==> config.mk <==
export PLATFORM = sky130hd
export DESIGN_NAME = ibex_fp_regfile_scoreboard
export DESIGN_NICKNAME = d
export VERILOG_FILES = /design/src/rtl/ibex_fp_regfile_scoreboard.sv
export SDC_FILE = /design/constraint.sdc
export NUM_CORES = 2
export LEC_CHECK = 0
export BUFFER_PORTS_ARGS = -buffer_cell sky130_fd_sc_hd__buf_2
export CAP_MARGIN = 20
export CORE_ASPECT_RATIO = 1.1
export CORE_MARGIN = 4
export CORE_UTILIZATION = 39
export CTS_CLUSTER_DIAMETER = 200
export DETAILED_ROUTE_END_ITERATION = 8
export SLEW_MARGIN = 30
export SYNTH_ARGS = -nofsm -noshare
export SYNTH_HDL_FRONTEND = slang
export SYNTH_SLANG_ARGS = --single-unit
==> constraint.sdc <==
create_clock -name clk_i -period 2.35 [get_ports clk_i]
set_input_delay 0.3525 -clock clk_i [delete_from_list [all_inputs] [get_ports clk_i]]
set_output_delay 0.3525 -clock clk_i [all_outputs]
set_load 0.01 [all_outputs]
==> src/rtl/ibex_fp_regfile_scoreboard.sv <==
// FP register file with integrated write scoreboard for the ibex FPU path.
// Three combinational read ports (rs1/rs2/rs3), two write ports (FPU and load
// writeback), and a per-register busy bit that tracks outstanding multi-cycle
// FPU ops so decode can stall on hazards.
// Optional feature macro: FP_RF_BYPASS_EN (same-cycle write-to-read forwarding
// and hazard masking on FPU writeback).
module ibex_fp_regfile_scoreboard #(
  parameter int unsigned          DataWidth   = 16,
  parameter int unsigned          NumRegs     = 32,
  parameter bit                   ZeroReg     = 1'b0,
  parameter logic [DataWidth-1:0] WordZeroVal = '0,
  localparam int unsigned         AW          = $clog2(NumRegs)
) (
  input  logic                 clk_i,
  input  logic                 rst_ni,
  input  logic [AW-1:0]        raddr_a_i,
  input  logic [AW-1:0]        raddr_b_i,
  input  logic [AW-1:0]        raddr_c_i,
  output logic [DataWidth-1:0] rdata_a_o,
  output logic [DataWidth-1:0] rdata_b_o,
  output logic [DataWidth-1:0] rdata_c_o,
  output logic                 hazard_a_o,
  output logic                 hazard_b_o,
  output logic                 hazard_c_o,
  input  logic                 issue_valid_i,
  input  logic [AW-1:0]        issue_rd_i,
  output logic                 issue_ready_o,
  input  logic                 wb_fpu_we_i,
  input  logic [AW-1:0]        wb_fpu_addr_i,
  input  logic [DataWidth-1:0] wb_fpu_data_i,
  input  logic                 wb_ld_we_i,
  input  logic [AW-1:0]        wb_ld_addr_i,
  input  logic [DataWidth-1:0] wb_ld_data_i,
  output logic [NumRegs-1:0]   busy_o,
  output logic                 err_o
);

  logic [DataWidth-1:0] regs_q [NumRegs];
  logic [NumRegs-1:0]   busy_q, busy_d;
  logic                 err_q, err_d;
  logic                 fpu_we, ld_we, issue_acc;

  logic [AW-1:0]        raddr [3];
  logic [DataWidth-1:0] rdata [3];
  logic [2:0]           hazard;

  // Effective write enables: writes to a hardwired zero register are dropped.
  always_comb begin
    fpu_we = wb_fpu_we_i && !(ZeroReg && (wb_fpu_addr_i == '0));
    ld_we  = wb_ld_we_i && !(ZeroReg && (wb_ld_addr_i == '0));
  end

  // A busy rd is still issuable if its pending op retires this very cycle.
  assign issue_ready_o = !busy_q[issue_rd_i] ||
                         (wb_fpu_we_i && (wb_fpu_addr_i == issue_rd_i));
  assign issue_acc     = issue_valid_i && issue_ready_o &&
                         !(ZeroReg && (issue_rd_i == '0));

  // Scoreboard next state: FPU writeback retires, a same-cycle issue re-arms.
  always_comb begin
    busy_d = busy_q;
    if (fpu_we) begin
      busy_d[wb_fpu_addr_i] = 1'b0;
    end
    if (issue_acc) begin
      busy_d[issue_rd_i] = 1'b1;
    end
  end

  // Protocol errors: dual write collision, load WAW on busy reg, spurious FPU wb.
  always_comb begin
    err_d = (fpu_we && ld_we && (wb_fpu_addr_i == wb_ld_addr_i)) ||
            (ld_we && busy_q[wb_ld_addr_i]) ||
            (fpu_we && !busy_q[wb_fpu_addr_i]);
  end

  // Scoreboard and error pulse registers.
  always_ff @(posedge clk_i or negedge rst_ni) begin
    if (!rst_ni) begin
      busy_q <= '0;
      err_q  <= 1'b0;
    end else begin
      busy_q <= busy_d;
      err_q  <= err_d;
    end
  end

  // Register storage; the FPU write is issued last so it wins on a collision.
  always_ff @(posedge clk_i or negedge rst_ni) begin
    if (!rst_ni) begin
      for (int i = 0; i < NumRegs; i++) begin
        regs_q[i] <= WordZeroVal;
      end
    end else begin
      if (ld_we) begin
        regs_q[wb_ld_addr_i] <= wb_ld_data_i;
      end
      if (fpu_we) begin
        regs_q[wb_fpu_addr_i] <= wb_fpu_data_i;
      end
    end
  end

  assign raddr[0] = raddr_a_i;
  assign raddr[1] = raddr_b_i;
  assign raddr[2] = raddr_c_i;

  // Read ports: committed state, optional forwarding, zero-register override.
  always_comb begin
    for (int i = 0; i < 3; i++) begin
      rdata[i]  = regs_q[raddr[i]];
      hazard[i] = busy_q[raddr[i]];
`ifdef FP_RF_BYPASS_EN
      if (fpu_we && (wb_fpu_addr_i == raddr[i])) begin
        rdata[i] = wb_fpu_data_i;
        // Retiring this cycle: no hazard unless a new op re-claims it now.
        if (!(issue_acc && (issue_rd_i == raddr[i]))) begin
          hazard[i] = 1'b0;
        end
      end else if (ld_we && (wb_ld_addr_i == raddr[i])) begin
        rdata[i] = wb_ld_data_i;
      end
`endif
      if (ZeroReg && (raddr[i] == '0)) begin
        rdata[i]  = WordZeroVal;
        hazard[i] = 1'b0;
      end
    end
  end

  assign rdata_a_o  = rdata[0];
  assign rdata_b_o  = rdata[1];
  assign rdata_c_o  = rdata[2];
  assign hazard_a_o = hazard[0];
  assign hazard_b_o = hazard[1];
  assign hazard_c_o = hazard[2];
  assign busy_o     = busy_q;
  assign err_o      = err_q;

endmodule

==> impl_metrics.env <==
export IMPL_maxSlewHeadroom=0.464
export IMPL_start_kind="flip-flop"
export IMPL_slew_viol_final=0
export IMPL_cp_end_kind="output port"
export IMPL_grt_pass1_vias=30928
export IMPL_final_core_util=0.474
export IMPL_ys_seq_area_frac=0.351
export IMPL_post_route_period_util=1.25
export IMPL_clock_path_buffers=3
export IMPL_drt_iter0_markers=4092
export IMPL_clock_fmax_mhz=339
export IMPL_hold_class="in2reg"
export IMPL_synthDistinctLibCells=48
export IMPL_hold_viol=0
export IMPL_worstSetupPathType="reg2out"
export IMPL_syn_nets=3365
export IMPL_place_area_sq_um=44000
export IMPL_cts_root_buf="clkbuf_16"
export IMPL_final_area_sq_um=46800
export IMPL_port_buffers=151
export IMPL_yosysWarnings=0
export IMPL_die_w_um=309
export IMPL_htree_num_levels=2
export IMPL_syn_cell_area_sq_um=38800
export IMPL_ys_flop_type="dfrtp_1"
export IMPL_detail_route_antenna_nets=0
export IMPL_die_y_um=339
export IMPL_antenna_found_initial=9
export IMPL_final_layout_size_suffix_gt1_frac=0.356
export IMPL_dp_hpwl_um=104000
export IMPL_vias=31466
export IMPL_clock_latency_ns=0.66
export IMPL_synth_async_sr_flop_share=1.00
export IMPL_grt_max_degree=63
export IMPL_grt_ovfl_total=0
export IMPL_rsz0062_at_grt="true"
export IMPL_avgSynthCellArea_sq_um=11.8
export IMPL_track_usage=0.291
export IMPL_tightestPinTransition_ns=0.804
export IMPL_multi_input_area_sq_um=24000
export IMPL_finClkSkew_ns=0.00942
export IMPL_setup_viol=52
export IMPL_netlist_instances=3298
export IMPL_n_fill_cell=8773
export IMPL_grt_pass1_wl_um=223000
export IMPL_ir_drop_v=0.000739
export IMPL_yosys_top_cells_area="dfrtp_1 (35%), mux4_2 (30%), mux2i_1 (14%), o21ai_1 (3.6%), a21oi_1 (3.3%)"
export IMPL_netlist_top_cells_count="dfrtp_1 (545), mux2i_1 (529), mux4_2 (523), nand2_1 (318), nor2_1 (282)"
export IMPL_worst_slack_ns=-0.599
export IMPL_synth_most_common_cell="dfrtp_1"
export IMPL_ys_seq_elements=545
export IMPL_synth_top_area_cell="dfrtp_1"
export IMPL_start_util=0.393
export IMPL_cts_buffers_inserted=59
export IMPL_io_pins=152
export IMPL_cts_sinks=545
export IMPL_powerDensity_nw_per_um2=820
export IMPL_cts_tree="done"
export IMPL_critPathArrivalTime_ns=2.60
export IMPL_coreArea_sq_um=98900
export IMPL_min_period_ns=2.95
export IMPL_register_area_sq_um=13700
export IMPL_cp_data_required_time_ns=2.00
export IMPL_path_max_fanout=4
export IMPL_synth_edf_count=0
export IMPL_gp_congestion=0.917
export IMPL_remaining_drc_errors=0
export IMPL_nNetsFinal=3562
export IMPL_syn2layout_area_growth_pct=20.6
export IMPL_maxCapViolations=0
export IMPL_p_leak_uw=0.0196
export IMPL_clk_pin_slew_ns=0.07
export IMPL_synth_top_cell_area_share=0.351
export IMPL_avgRoutedWirePerCell_um=31.7
export IMPL_wl_um=154000
export IMPL_status="complete, but fails checks"
export IMPL_rows=121
export IMPL_firstDrtPassIters=5
export IMPL_avgViaCountPerCell=6.50
export IMPL_violations="setup timing"
export IMPL_die_area_sq_um=105000
==> where the power goes <==
part / internal (uW) / switching (uW) / total, uW
combinational: 7830 / 5200 / 13000
sequential: 11900 / 2880 / 14800
clock: 6300 / 4310 / 10600
total: 26000 / 12400 / 38400
==> metrics by stage <==
step | power (uW) | worst slack, ns | cells | hold slack (ns) | TNS [ns]
2_1_floorplan | 22600 | 0.00161 | 3298 | 0.0569 | 0
3_3_place_gp | 26600 | -0.381 | 4698 | 0.408 | -18.71
3_5_place_dp | 27000 | -0.394 | 4698 | 0.404 | -17.13
4_1_cts | 38100 | -0.598 | 4824 | 0.108 | -28.26
5_1_grt | 39900 | -0.633 | 4839 | 0.148 | -29.66
6_report | 38400 | -0.599 | 4842 | 0.144 | -27.81
==> state kept, by name, indices dropped and copies added, names as in the netlist <==
| signal | count |
|---|---|
| regs_q | 512 |
| busy_o | 32 |
| err_o | 1 |
==> timing repair <==
item                                   CTS  global route
setup endpoints to repair               52            53
gates resized for setup                 79            15
gates cloned                             0             0
buffers inserted                        15            12
pin swaps                                0             3
endpoints found under the hold margin   31             0
hold buffers                             1             0
==> routing by layer <==
metal / share of wire / global-route usage / vias to the layer above
met4: 0.076 / 0.180 / 0
met1: 0.37 / 0.372 / 16008
met2: 0.46 / 0.452 / 1977
met3: 0.10 / 0.0650 / 566
met5: 0 / 0 / -
li1: - / - / 12915
==> layout make-up <==
cell class                      instances  area share
Sequential cell                       545       0.292
Tap cell                             1291      0.0345
Inverter                               15     0.00120
Timing Repair Buffer                  506       0.113
Clock inverter                         21     0.00802
Clock buffer                           89      0.0387
Antenna cell                            7    0.000374
Multi-Input combinational cell       2368       0.512
==> final timing paths <==
kind                            endpoint   startpoint  cells past startpoint  slack (ns)
max in group asynchronous     regs_q[49]       rst_ni                      3        1.25
setup reg to reg               busy_o[8]    busy_o[3]                      9        0.04
setup / recovery           rdata_c_o[11]  regs_q[267]                      4       -0.60
hold / removal                     err_o   wb_ld_we_i                      3        0.14
min in group asynchronous    regs_q[473]       rst_ni                      2        0.31
hold reg to reg              regs_q[468]  regs_q[468]                      2        0.60
==> cell families (layout without fill, tap and decap cells) <==
logic type,count (synthesis),count (layout),synth area share
DFF,545,545,0.351
other,0,7,0
and+or+nand+nor,679,679,0.0716
AOI/OAI and AO/OA,572,572,0.0755
xor gates and xnor gates,10,10,0.00226
buffers and inverters,385,631,0.0437
muxes,1107,1107,0.456
==> placed cells by master, fill, tap and decap left out, types with 8 or more instances in the layout <==
cell type,count
bufinv_16,9
o21ai_1,277
buf_12,119
dfrtp_2,18
clkinv_2,8
nand2_1,302
nor2_1,266
xor2_1,8
nor2_4,32
mux4_2,523
clkbuf_8,20
clkbuf_1,9
inv_1,14
clkbuf_16,60
mux2i_1,529
buf_4,236
dfrtp_1,527
a21oi_1,256
mux2_4,51
buf_6,57
nand3_1,10
buf_2,89
nand2_2,16
o22ai_1,15
==> critical path, stage by stage, from the launching register on <==
cell     delay (ns)
dfrtp_1        0.40
mux4_2         0.49
mux4_2         0.55
mux2_4         0.35
buf_6          0.14
(Power assumes the default switching activity.)
